==> src/rtl/ctrl_pkg.sv <==
// Shared types and encodings for the ID->EX->MEM->WB control pipeline.
package ctrl_pkg;

    localparam int REG_AW_DEF  = 5;
    localparam int ALUOP_W_DEF = 2;
    localparam int CNT_W_DEF   = 16;

    typedef struct packed {
        logic valid;
        logic reg_write;
        logic mem_read;
        logic mem_to_reg;
        logic mem_write;
        logic alu_src;
        logic branch;
        logic jump;
    } ctrl_t;

    localparam ctrl_t BUBBLE = 8'h00;

    localparam logic [1:0] FWD_RF  = 2'b00;
    localparam logic [1:0] FWD_MEM = 2'b10;
    localparam logic [1:0] FWD_WB  = 2'b01;

    // The younger producer (MEM) always wins over the older one (WB).
    function automatic logic [1:0] fwd_pick(input logic mem_hit, input logic wb_hit);
        logic [1:0] sel;
        if (mem_hit) begin
            sel = FWD_MEM;
        end else if (wb_hit) begin
            sel = FWD_WB;
        end else begin
            sel = FWD_RF;
        end
        return sel;
    endfunction

endpackage

==> src/rtl/ctrl_stage_reg.sv <==
// One pipeline stage register; reset or load_bubble loads the bubble pattern.
module ctrl_stage_reg #(
    parameter int           W          = 8,
    parameter logic [W-1:0] BUBBLE_VAL = {W{1'b0}}
) (
    input  logic         clk,
    input  logic         rst,
    input  logic         load_bubble,
    input  logic [W-1:0] d,
    output logic [W-1:0] q
);

    logic [W-1:0] data_d;
    logic [W-1:0] data_q;

    // Select between the incoming bundle and a bubble.
    always_comb begin
        if (load_bubble) begin
            data_d = BUBBLE_VAL;
        end else begin
            data_d = d;
        end
    end

    // Stage register with synchronous reset.
    always_ff @(posedge clk) begin
        if (rst) begin
            data_q <= BUBBLE_VAL;
        end else begin
            data_q <= data_d;
        end
    end

    assign q = data_q;

endmodule

==> src/rtl/ctrl_pipeline.sv <==
// Control pipeline ID->EX->MEM->WB with load-use stall, branch/jump flush,
// ALU operand forwarding selects and saturating stall/flush counters.
module ctrl_pipeline
    import ctrl_pkg::*;
#(
    parameter int REG_AW  = REG_AW_DEF,
    parameter int ALUOP_W = ALUOP_W_DEF,
    parameter int CNT_W   = CNT_W_DEF
) (
    input  logic               clk,
    input  logic               rst,
    input  logic               id_valid,
    input  logic [REG_AW-1:0]  id_rs1,
    input  logic [REG_AW-1:0]  id_rs2,
    input  logic [REG_AW-1:0]  id_rd,
    input  logic               id_reg_write,
    input  logic               id_mem_read,
    input  logic               id_mem_to_reg,
    input  logic               id_mem_write,
    input  logic               id_alu_src,
    input  logic               id_branch,
    input  logic               id_jump,
    input  logic [ALUOP_W-1:0] id_alu_op,
    input  logic               ex_branch_taken,
    output logic               stall,
    output logic               flush,
    output logic [ALUOP_W-1:0] ex_alu_op,
    output logic               ex_alu_src,
    output logic               ex_branch,
    output logic               ex_jump,
    output logic [REG_AW-1:0]  ex_rs1,
    output logic [REG_AW-1:0]  ex_rs2,
    output logic               mem_mem_read,
    output logic               mem_mem_write,
    output logic [REG_AW-1:0]  mem_rd,
    output logic               wb_reg_write,
    output logic               wb_mem_to_reg,
    output logic [REG_AW-1:0]  wb_rd,
    output logic [1:0]         fwd_a,
    output logic [1:0]         fwd_b,
    output logic [CNT_W-1:0]   stall_cnt,
    output logic [CNT_W-1:0]   flush_cnt
);

    localparam int IDEX_W  = 8 + ALUOP_W + 3 * REG_AW;
    localparam int EXMEM_W = 4 + REG_AW;
    localparam int MEMWB_W = 2 + REG_AW;
    localparam logic [REG_AW-1:0] X0      = {REG_AW{1'b0}};
    localparam logic [CNT_W-1:0]  CNT_MAX = {CNT_W{1'b1}};
    localparam logic [CNT_W-1:0]  CNT_ONE = {{(CNT_W-1){1'b0}}, 1'b1};
    localparam logic [IDEX_W-1:0] IDEX_BUBBLE = {BUBBLE, {(ALUOP_W + 3 * REG_AW){1'b0}}};

    ctrl_t               id_ctrl_s;
    ctrl_t               ex_ctrl_s;
    logic [REG_AW-1:0]   ex_rd_s;
    logic [IDEX_W-1:0]   idex_d_s;
    logic [IDEX_W-1:0]   idex_q_s;
    logic [EXMEM_W-1:0]  exmem_d_s;
    logic [EXMEM_W-1:0]  exmem_q_s;
    logic [MEMWB_W-1:0]  memwb_q_s;
    logic                mem_reg_write_s;
    logic                mem_to_reg_s;
    logic                take_s;
    logic                luse_s;
    logic                stall_s;
    logic                idex_bubble_s;
    logic [CNT_W-1:0]    stall_cnt_d;
    logic [CNT_W-1:0]    stall_cnt_q;
    logic [CNT_W-1:0]    flush_cnt_d;
    logic [CNT_W-1:0]    flush_cnt_q;

    // mem_to_reg is undefined for stores/branches, so it is masked by reg_write.
    always_comb begin
        id_ctrl_s            = BUBBLE;
        id_ctrl_s.valid      = id_valid;
        id_ctrl_s.reg_write  = id_reg_write;
        id_ctrl_s.mem_read   = id_mem_read;
        id_ctrl_s.mem_to_reg = id_mem_to_reg & id_reg_write;
        id_ctrl_s.mem_write  = id_mem_write;
        id_ctrl_s.alu_src    = id_alu_src;
        id_ctrl_s.branch     = id_branch;
        id_ctrl_s.jump       = id_jump;
    end

    assign idex_d_s      = {id_ctrl_s, id_alu_op, id_rd, id_rs1, id_rs2};
    assign idex_bubble_s = take_s | stall_s | ~id_valid;

    ctrl_stage_reg #(
        .W          (IDEX_W),
        .BUBBLE_VAL (IDEX_BUBBLE)
    ) u_idex (
        .clk         (clk),
        .rst         (rst),
        .load_bubble (idex_bubble_s),
        .d           (idex_d_s),
        .q           (idex_q_s)
    );

    assign {ex_ctrl_s, ex_alu_op, ex_rd_s, ex_rs1, ex_rs2} = idex_q_s;
    assign ex_alu_src = ex_ctrl_s.alu_src;
    assign ex_branch  = ex_ctrl_s.branch;
    assign ex_jump    = ex_ctrl_s.jump;

    assign exmem_d_s = {ex_ctrl_s.reg_write, ex_ctrl_s.mem_read, ex_ctrl_s.mem_to_reg,
                        ex_ctrl_s.mem_write, ex_rd_s};

    ctrl_stage_reg #(
        .W (EXMEM_W)
    ) u_exmem (
        .clk         (clk),
        .rst         (rst),
        .load_bubble (1'b0),
        .d           (exmem_d_s),
        .q           (exmem_q_s)
    );

    assign {mem_reg_write_s, mem_mem_read, mem_to_reg_s, mem_mem_write, mem_rd} = exmem_q_s;

    ctrl_stage_reg #(
        .W (MEMWB_W)
    ) u_memwb (
        .clk         (clk),
        .rst         (rst),
        .load_bubble (1'b0),
        .d           ({mem_reg_write_s, mem_to_reg_s, mem_rd}),
        .q           (memwb_q_s)
    );

    assign {wb_reg_write, wb_mem_to_reg, wb_rd} = memwb_q_s;

    // A redirect kills the ID instruction, so it overrides a load-use stall.
    assign take_s  = ex_ctrl_s.valid & ((ex_ctrl_s.branch & ex_branch_taken) | ex_ctrl_s.jump);
    assign luse_s  = ex_ctrl_s.valid & ex_ctrl_s.mem_read & (ex_rd_s != X0) & id_valid
                   & ((ex_rd_s == id_rs1) | (ex_rd_s == id_rs2));
    assign stall_s = luse_s & ~take_s;
    assign stall   = stall_s;
    assign flush   = take_s;

    assign fwd_a = fwd_pick(mem_reg_write_s & (mem_rd != X0) & (mem_rd == ex_rs1),
                            wb_reg_write & (wb_rd != X0) & (wb_rd == ex_rs1));
    assign fwd_b = fwd_pick(mem_reg_write_s & (mem_rd != X0) & (mem_rd == ex_rs2),
                            wb_reg_write & (wb_rd != X0) & (wb_rd == ex_rs2));

    // Saturating increments for the event counters.
    always_comb begin
        if (stall_s && (stall_cnt_q != CNT_MAX)) begin
            stall_cnt_d = stall_cnt_q + CNT_ONE;
        end else begin
            stall_cnt_d = stall_cnt_q;
        end
        if (take_s && (flush_cnt_q != CNT_MAX)) begin
            flush_cnt_d = flush_cnt_q + CNT_ONE;
        end else begin
            flush_cnt_d = flush_cnt_q;
        end
    end

    // Counter registers.
    always_ff @(posedge clk) begin
        if (rst) begin
            stall_cnt_q <= {CNT_W{1'b0}};
            flush_cnt_q <= {CNT_W{1'b0}};
        end else begin
            stall_cnt_q <= stall_cnt_d;
            flush_cnt_q <= flush_cnt_d;
        end
    end

    assign stall_cnt = stall_cnt_q;
    assign flush_cnt = flush_cnt_q;

endmodule

==> config.mk <==
export PLATFORM = sky130hd
export DESIGN_NAME = ctrl_pipeline
export DESIGN_NICKNAME = d
export VERILOG_FILES = /design/src/rtl/ctrl_pkg.sv /design/src/rtl/ctrl_stage_reg.sv /design/src/rtl/ctrl_pipeline.sv
export SDC_FILE = /design/constraint.sdc
export NUM_CORES = 1
export LEC_CHECK = 0
export CELL_PAD_IN_SITES_DETAIL_PLACEMENT = 0
export CELL_PAD_IN_SITES_GLOBAL_PLACEMENT = 1
export CORE_MARGIN = 2
export CORE_UTILIZATION = 37
export DETAILED_ROUTE_END_ITERATION = 12
export PLACE_DENSITY_LB_ADDON = 0.1
export SYNTH_ARGS = -nofsm -noshare
export SYNTH_HDL_FRONTEND = slang
export SYNTH_HIERARCHICAL = 1
export SYNTH_SLANG_ARGS = --single-unit
==> constraint.sdc <==
create_clock -name clk -period 2.1 [get_ports clk]
set_input_delay 0.21 -clock clk [delete_from_list [all_inputs] [get_ports clk]]
set_output_delay 0.21 -clock clk [all_outputs]
set_load 0.02 [all_outputs]
==> impl_metrics.py, run 1 <==
metrics = {
    "run_status": {
        "run_status": "finished clean",
    },
    "clocking": {
        "cts_hold_buf": 0,
        "cts-htree-levels": 3,
        "cts_tree": "done",
        "cts_sinks": 73,
        "clk_path_buf_depth": 2,
        "clkTransAtPathRegs_ps": 70,
        "root_buffer": "clkbuf_8",
        "numCtsBuffers": 9,
        "clkLatencyLatePin_ps": 340,
    },
    "routing": {
        "dr.pass1.iters": 4,
        "ant_nets": 0,
        "drt_iter0_markers": 65,
        "drc": 0,
        "vias": 3083,
        "wl_mm": 8.77,
        "viasPerCell": 4.97,
        "wire_per_inst_um": 14.1,
    },
    "die": {
        "fp-row-count": 35,
        "dieArea_um2": 10300,
        "pin_count": 95,
        "fp.dieW_um": 101,
        "die_y_um": 101,
        "initial_core_util_pct": 38.1,
        "design.core.area_um2": 9240,
    },
    "power_and_ir_drop": {
        "swShare_pct": 22.8,
        "p_switching_mw": 0.677,
        "max-vdd-ir-drop_uv": 268,
        "seqPwrFrac_pct": 48.0,
        "p_leak_nw": 1.89,
        "powerDensity_nw_per_um2": 578,
        "power_frac_comb_pct": 9.8,
        "p_int_mw": 2.29,
        "clockPowerShare_pct": 42.1,
    },
    "synthesis": {
        "synth_seq_area_share_pct": 41.6,
        "syn_area_um2": 3520,
        "ys_warn_count": 6,
        "netlist_instances": 347,
        "ys.flop_type": "dfxtp_1",
        "synthArstFlopShare_pct": 0,
        "avgSynthCellArea_um2": 10.1,
        "synth_edf_count": 0,
        "synth_seq_cells": 73,
        "synth.distinct_cells": 46,
    },
    "finish": {
        "layout_common_cells": "clkdlybuf4s50_1 (88), dfxtp_1 (65), buf_4 (43)",
        "final_common_cell": "clkdlybuf4s50_1",
        "area_growth_pct": 46.1,
        "diodes": 0,
        "nNetsFinal": 516,
        "utilization_pct": 55.6,
        "fill_cells": 866,
        "drive_above_1_share_pct": 25.7,
    },
    "grt": {
        "track_usage_pct": 17.8,
        "antenna_found_initial": 0,
        "grt_pass1_vias": 2953,
        "grt_max_degree": 27,
        "grt_pass1_wl_mm": 14.5,
        "grt_remaining_overflow": 0,
    },
    "placement": {
        "io_buffers": 94,
        "gp_congestion": 0.791,
        "dp_hpwl_mm": 6.56,
    },
    "timing": {
        "grt_setup_unrepaired": "yes",
        "finalHoldWorstSlack_ps": 374,
        "maxSlewViolCount": 0,
        "finalCritPeriodShare_pct": 99.4,
        "period_needed_ps": 2090,
        "timing.fmax_mhz": 479,
        "relSlewSlack_pct": 60.0,
        "finalHoldViolCount": 0,
        "worst_pin_slew_ps": 600,
        "setup_viol": 0,
        "skew_ps": 12.8,
        "setup_tns_ps": 0,
    },
    "setup_path": {
        "start_kind": "register",
        "cp_data_arrival_time_ps": 1880,
        "path_class": "reg -> out",
        "worstPathRequired_ps": 1890,
        "cp_max_fo": 2,
        "critPathCaptureType": "primary output",
    },
    "worst_hold_path": {
        "hold_class": "in -> reg",
    },
    "run": {
        "max_cap_viol_count": 0,
    },
}
-- repair_timing --
item                                   CTS  global route
endpoints found under the hold margin    0             0
pin swaps                                8             4
setup endpoints to repair                5             6
resized for setup                       36            11
buffers inserted                         2             0
-- path summary, 6_finish.rpt --
| path | from | endpoint | slack [ps] | cells after the start |
|---|---|---|---|---|
| max | u_memwb/q[1] | fwd_b[0] | 10 | 5 |
| min | rst | flush_cnt[1] | 370 | 2 |
| max reg2reg | u_idex/q[11] | stall_cnt[15] | 160 | 7 |
| min reg2reg | u_exmem/q[6] | u_memwb/q[5] | 460 | 1 |
-- cells by family (layout without fill, tap and decap cells) --
kind of cell	count (synthesis)	in the layout	synth area share, %
and+or+nand+nor	155	155	32.8
other	1	8	0.107
buffers and inverters	21	158	4.38
muxes	6	6	1.92
AOI/OAI and AO/OA	47	47	8.04
DFF	73	73	41.6
adders and majority gates	2	2	0.712
xor gates and xnor gates	42	42	10.5
-- cells in the mapped netlist, drive strengths merged (2+ instances only) --
cell type / count / share of area (%)
xnor2: 17 / 4.2
mux2: 3 / 1.1
dfxtp: 73 / 42
o31ai: 5 / 1.1
ha: 2 / 0.71
buf: 12 / 3.4
or4: 11 / 2.5
a211oi: 6 / 1.3
nor4: 10 / 2.1
clkbuf: 5 / 0.53
inv: 4 / 0.43
o21ai: 13 / 1.9
xor2: 25 / 6.2
and2: 2 / 0.36
nor2b: 3 / 0.53
nor2: 25 / 2.9
nand4: 16 / 3.2
o211ai: 2 / 0.43
nor3: 4 / 0.85
nor4b: 2 / 0.50
and3: 3 / 0.53
nand2: 7 / 0.75
nand3: 18 / 2.9
and4: 3 / 0.75
mux2i: 3 / 0.85
nor3b: 41 / 13
or3: 8 / 1.4
a21oi: 18 / 2.6
-- per-layer routing --
metal	GRT usage (%)	routed length, um	share of wire, %
met2	28.5	4180	48
met1	23.5	4060	46
met5	0	0	0
met4	6.44	100	1.1
met3	4.00	431	4.9
-- critical path: stages (launching register included) --
cell and delay (ps):
dfxtp_2 330, buf_6 110, xor2_1 150, or4_4 520, nor4_2 260, buf_4 180
-- sequential cells by signal, indices dropped and copies added (netlist names) --
register and flops:
u_idex/q 25, flush_cnt 16, stall_cnt 16, u_exmem/q 9, u_memwb/q 7
-- final cells by class --
class	count	area, um2	share of cell area (%)
clock buffers	12	155	3.02
clock inverters	4	73.8	1.44
inverters	4	15.0	0.292
multi-input cells	260	1990	38.7
flip-flops and latches	73	1470	28.6
well taps	129	161	3.14
repair buffers	138	1270	24.8
-- stage by stage --
step                      cells  area (um2)  setup slack, ps  total power [mW]
after floorplan             354        3550             61.8              1.62
after global placement      602        4840             -150              1.74
final                       620        5140             11.7              2.97
after CTS                   620        5120            -44.7              3.02
after detailed placement    602        4840             -180              1.75
after global routing        620        5140            -58.6              3.10
-- power by group through the flow --
stage                     Combinational [mW]  Sequential [mW]  Clock [mW]
after global routing                   0.317             1.43        1.35
final                                  0.292             1.43        1.25
after global placement                 0.286             1.46           0
after CTS                              0.294             1.43        1.30
after floorplan                        0.140             1.48           0
after detailed placement               0.288             1.46           0
Power figures use the tool's default switching activity.
==> run 2: changes to the inputs <==
Settings changed: ABC_AREA set to 1, CORE_UTILIZATION 37 to 35.
==> run 2 against run 1 <==
Against the previous run:
- clock-buffer cell count did not move
- wire length fell by 0.70%
- design area fell by 0.24%
- global-route usage fell by 1.6 points
- hold slack improved by 15 ps
- critical path depth rose by 4
- largest power group unchanged
- via count rose by 8.0%
- highest routed layer unchanged
==> impl_metrics.py, run 2 <==
metrics = {
    "clocking": {
        "clkTransAtPathRegs_ps": 70,
        "cts-htree-levels": 3,
        "numCtsBuffers": 9,
        "cts_sinks": 73,
        "clkLatencyLatePin_ps": 350,
        "cts_tree": "done",
        "cts_hold_buf": 0,
        "clk_path_buf_depth": 2,
        "root_buffer": "clkbuf_8",
        "post-cts-setup-buffers": 0,
    },
    "timing": {
        "finalHoldViolCount": 0,
        "timing.fmax_mhz": 509,
        "maxSlewViolCount": 0,
        "period_needed_ps": 1970,
        "finalCritPeriodShare_pct": 93.6,
        "setup_ws_ps": 134,
        "setup_viol": 0,
        "grt_setup_unrepaired": "yes",
        "skew_ps": 15.5,
    },
    "setup_path": {
        "cp_common_cell": "nand2_1",
        "worstPathRequired_ps": 1890,
        "start_kind": "register",
        "path_class": "reg -> out",
        "cp_data_arrival_time_ps": 1760,
        "cpMaxStageDelayCell": "dfxtp_1",
        "slowest_delay_ps": 420,
        "path_cells": "inv_2, nand2_1, nand2_1, nor2_1, nand3_1, nand2_4, nand2_2, nor2_8, clkdlybuf4s15_1",
        "cp_max_fo": 4,
        "critPathCaptureType": "primary output",
        "cp_num_buf_inv": 2,
        "critical-path-top-delay-family": "simple AND/OR/NAND/NOR gates",
    },
    "power_and_ir_drop": {
        "max-vdd-ir-drop_uv": 328,
        "powerDensity_nw_per_um2": 585,
        "p_leak_nw": 2.12,
        "total_power_mw": 3.00,
    },
    "run_status": {
        "run_status": "finished clean",
    },
    "finish": {
        "nNetsFinal": 655,
        "stdcell_area_um2": 5120,
        "fill_cells": 1048,
        "final_common_cell": "nand2_1",
        "diodes": 0,
        "drive_above_1_share_pct": 16.8,
        "area_growth_pct": 38.5,
        "layout_common_cells": "nand2_1 (99), clkdlybuf4s50_1 (89), inv_1 (81)",
        "largest_reg_flops": 25,
    },
    "synthesis": {
        "synth_seq_area_share_pct": 39.5,
        "synth.most_common_cell": "nand2_1",
        "synth_seq_cells": 73,
        "synthArstFlopShare_pct": 0,
        "synth.distinct_cells": 37,
        "syn_area_um2": 3700,
        "netlist_instances": 512,
        "ys_warn_count": 6,
        "synth_area_leaders": "dfxtp_1 (39%), nand2_1 (10%), inv_1 (8.2%), nor2_1 (7.6%), nor2_2 (5.6%)",
        "ys.flop_type": "dfxtp_1",
        "avgSynthCellArea_um2": 7.23,
        "synth_edf_count": 0,
        "synthTopCellsByCount": "nand2_1 (99), inv_1 (81), nor2_1 (75), dfxtp_1 (73), nor2_2 (33)",
        "synth_top_area_cell": "dfxtp_1",
        "synth_top_area_share_pct": 39.5,
    },
    "run": {
        "max_cap_viol_count": 0,
    },
    "routing": {
        "ant_nets": 0,
        "dr.pass1.iters": 4,
        "drc": 0,
        "drt_iter0_markers": 76,
        "wire_per_inst_um": 11.4,
        "wl_mm": 8.71,
        "viasPerCell": 4.35,
        "vias": 3331,
    },
    "die": {
        "pin_count": 95,
        "die_y_um": 107,
        "design.core.area_um2": 10300,
        "fp.dieW_um": 107,
        "initial_core_util_pct": 36.0,
        "dieArea_um2": 11400,
        "fp-row-count": 37,
    },
    "placement": {
        "dpl-instance-area_um2": 4880,
        "io_buffers": 94,
        "dp_hpwl_mm": 6.72,
        "pre_cts_slack_ps": -111,
        "gp_congestion": 0.821,
    },
    "grt": {
        "grt_max_degree": 18,
        "antenna_found_initial": 0,
        "grt_pass1_wl_mm": 14.7,
        "track_usage_pct": 16.2,
        "grt_remaining_overflow": 0,
        "grt_pass1_vias": 3167,
    },
    "worst_hold_path": {
        "hold_class": "in -> reg",
    },
}
==> run 2: repair_timing <==
item | 4_1_cts | 5_1_grt
resized for setup | 7 | 3
endpoints found under the setup margin | 5 | 2
gates cloned | 0 | 0
endpoints found under the hold margin | 0 | 0
==> run 2: power by group <==
group	switching (mW)	internal [mW]	total [mW]
clock network	0.532	0.767	1.30
registers	0.0244	1.41	1.43
logic	0.132	0.133	0.265
total	0.688	2.31	3.00
==> run 2: worst min-delay path, cell delays in order <==
cell             delay, ps
clkdlybuf4s50_1        390
inv_1                   50
nor2_1                  40
==> run 2: per-stage QoR <==
step | std cells | TNS, ps | util, % | hold WS [ps]
after floorplan | 513 | 0 | - | 322
after global placement | 750 | -106 | 47.5 | 399
after detailed placement | 750 | -111 | 47.5 | 401
after CTS | 766 | 0 | 49.8 | 366
after global routing | 766 | -10.5 | 49.9 | 390
final | 766 | 0 | 49.9 | 389
==> run 2: per-layer routing <==
layer / GRT usage, % / routed length (um)
met3: 4.01 / 452
met1: 20.5 / 4080
met2: 26.3 / 4030
met5: 0 / 0
met4: 6.59 / 142
==> run 2: cells by family after synthesis <==
| family | synth area share [%] |
|---|---|
| other | 0.101 |
| AND/OR/NAND/NOR | 36.6 |
| flip-flops | 39.5 |
| buffers and inverters | 11.3 |
| XOR/XNOR | 7.34 |
| AO/OA/AOI/OAI | 4.53 |
| adder cells (fa/ha/maj) | 0.676 |
==> run 2: final timing paths <==
path                                    from      endpoint  slack (ps)  depth (start not counted)
worst min-delay path             id_mem_read  u_idex/q[22]         390                          3
worst max-delay path            u_idex/q[13]         stall         130                          9
worst min register to register  u_idex/q[21]  u_exmem/q[6]         410                          2
worst max register to register  flush_cnt[1]  flush_cnt[7]         360                          9
==> run 2: area by class of cell <==
| class | instances | area [um2] | share of cell area (%) |
|---|---|---|---|
| clock inverters | 4 | 73.8 | 1.44 |
| clock buffers | 12 | 165 | 3.22 |
| multi-input cells | 339 | 1830 | 35.7 |
| repair buffers | 108 | 1070 | 20.8 |
| flip-flops and latches | 73 | 1470 | 28.6 |
| well taps | 136 | 170 | 3.32 |
| inverters | 94 | 353 | 6.88 |
==> run 3: changes to the inputs <==
Settings changed: HOLD_SLACK_MARGIN set to 0.1.
==> results of run 3 <==
No change in the layout: final DEF, timing and power equal those of run 2.
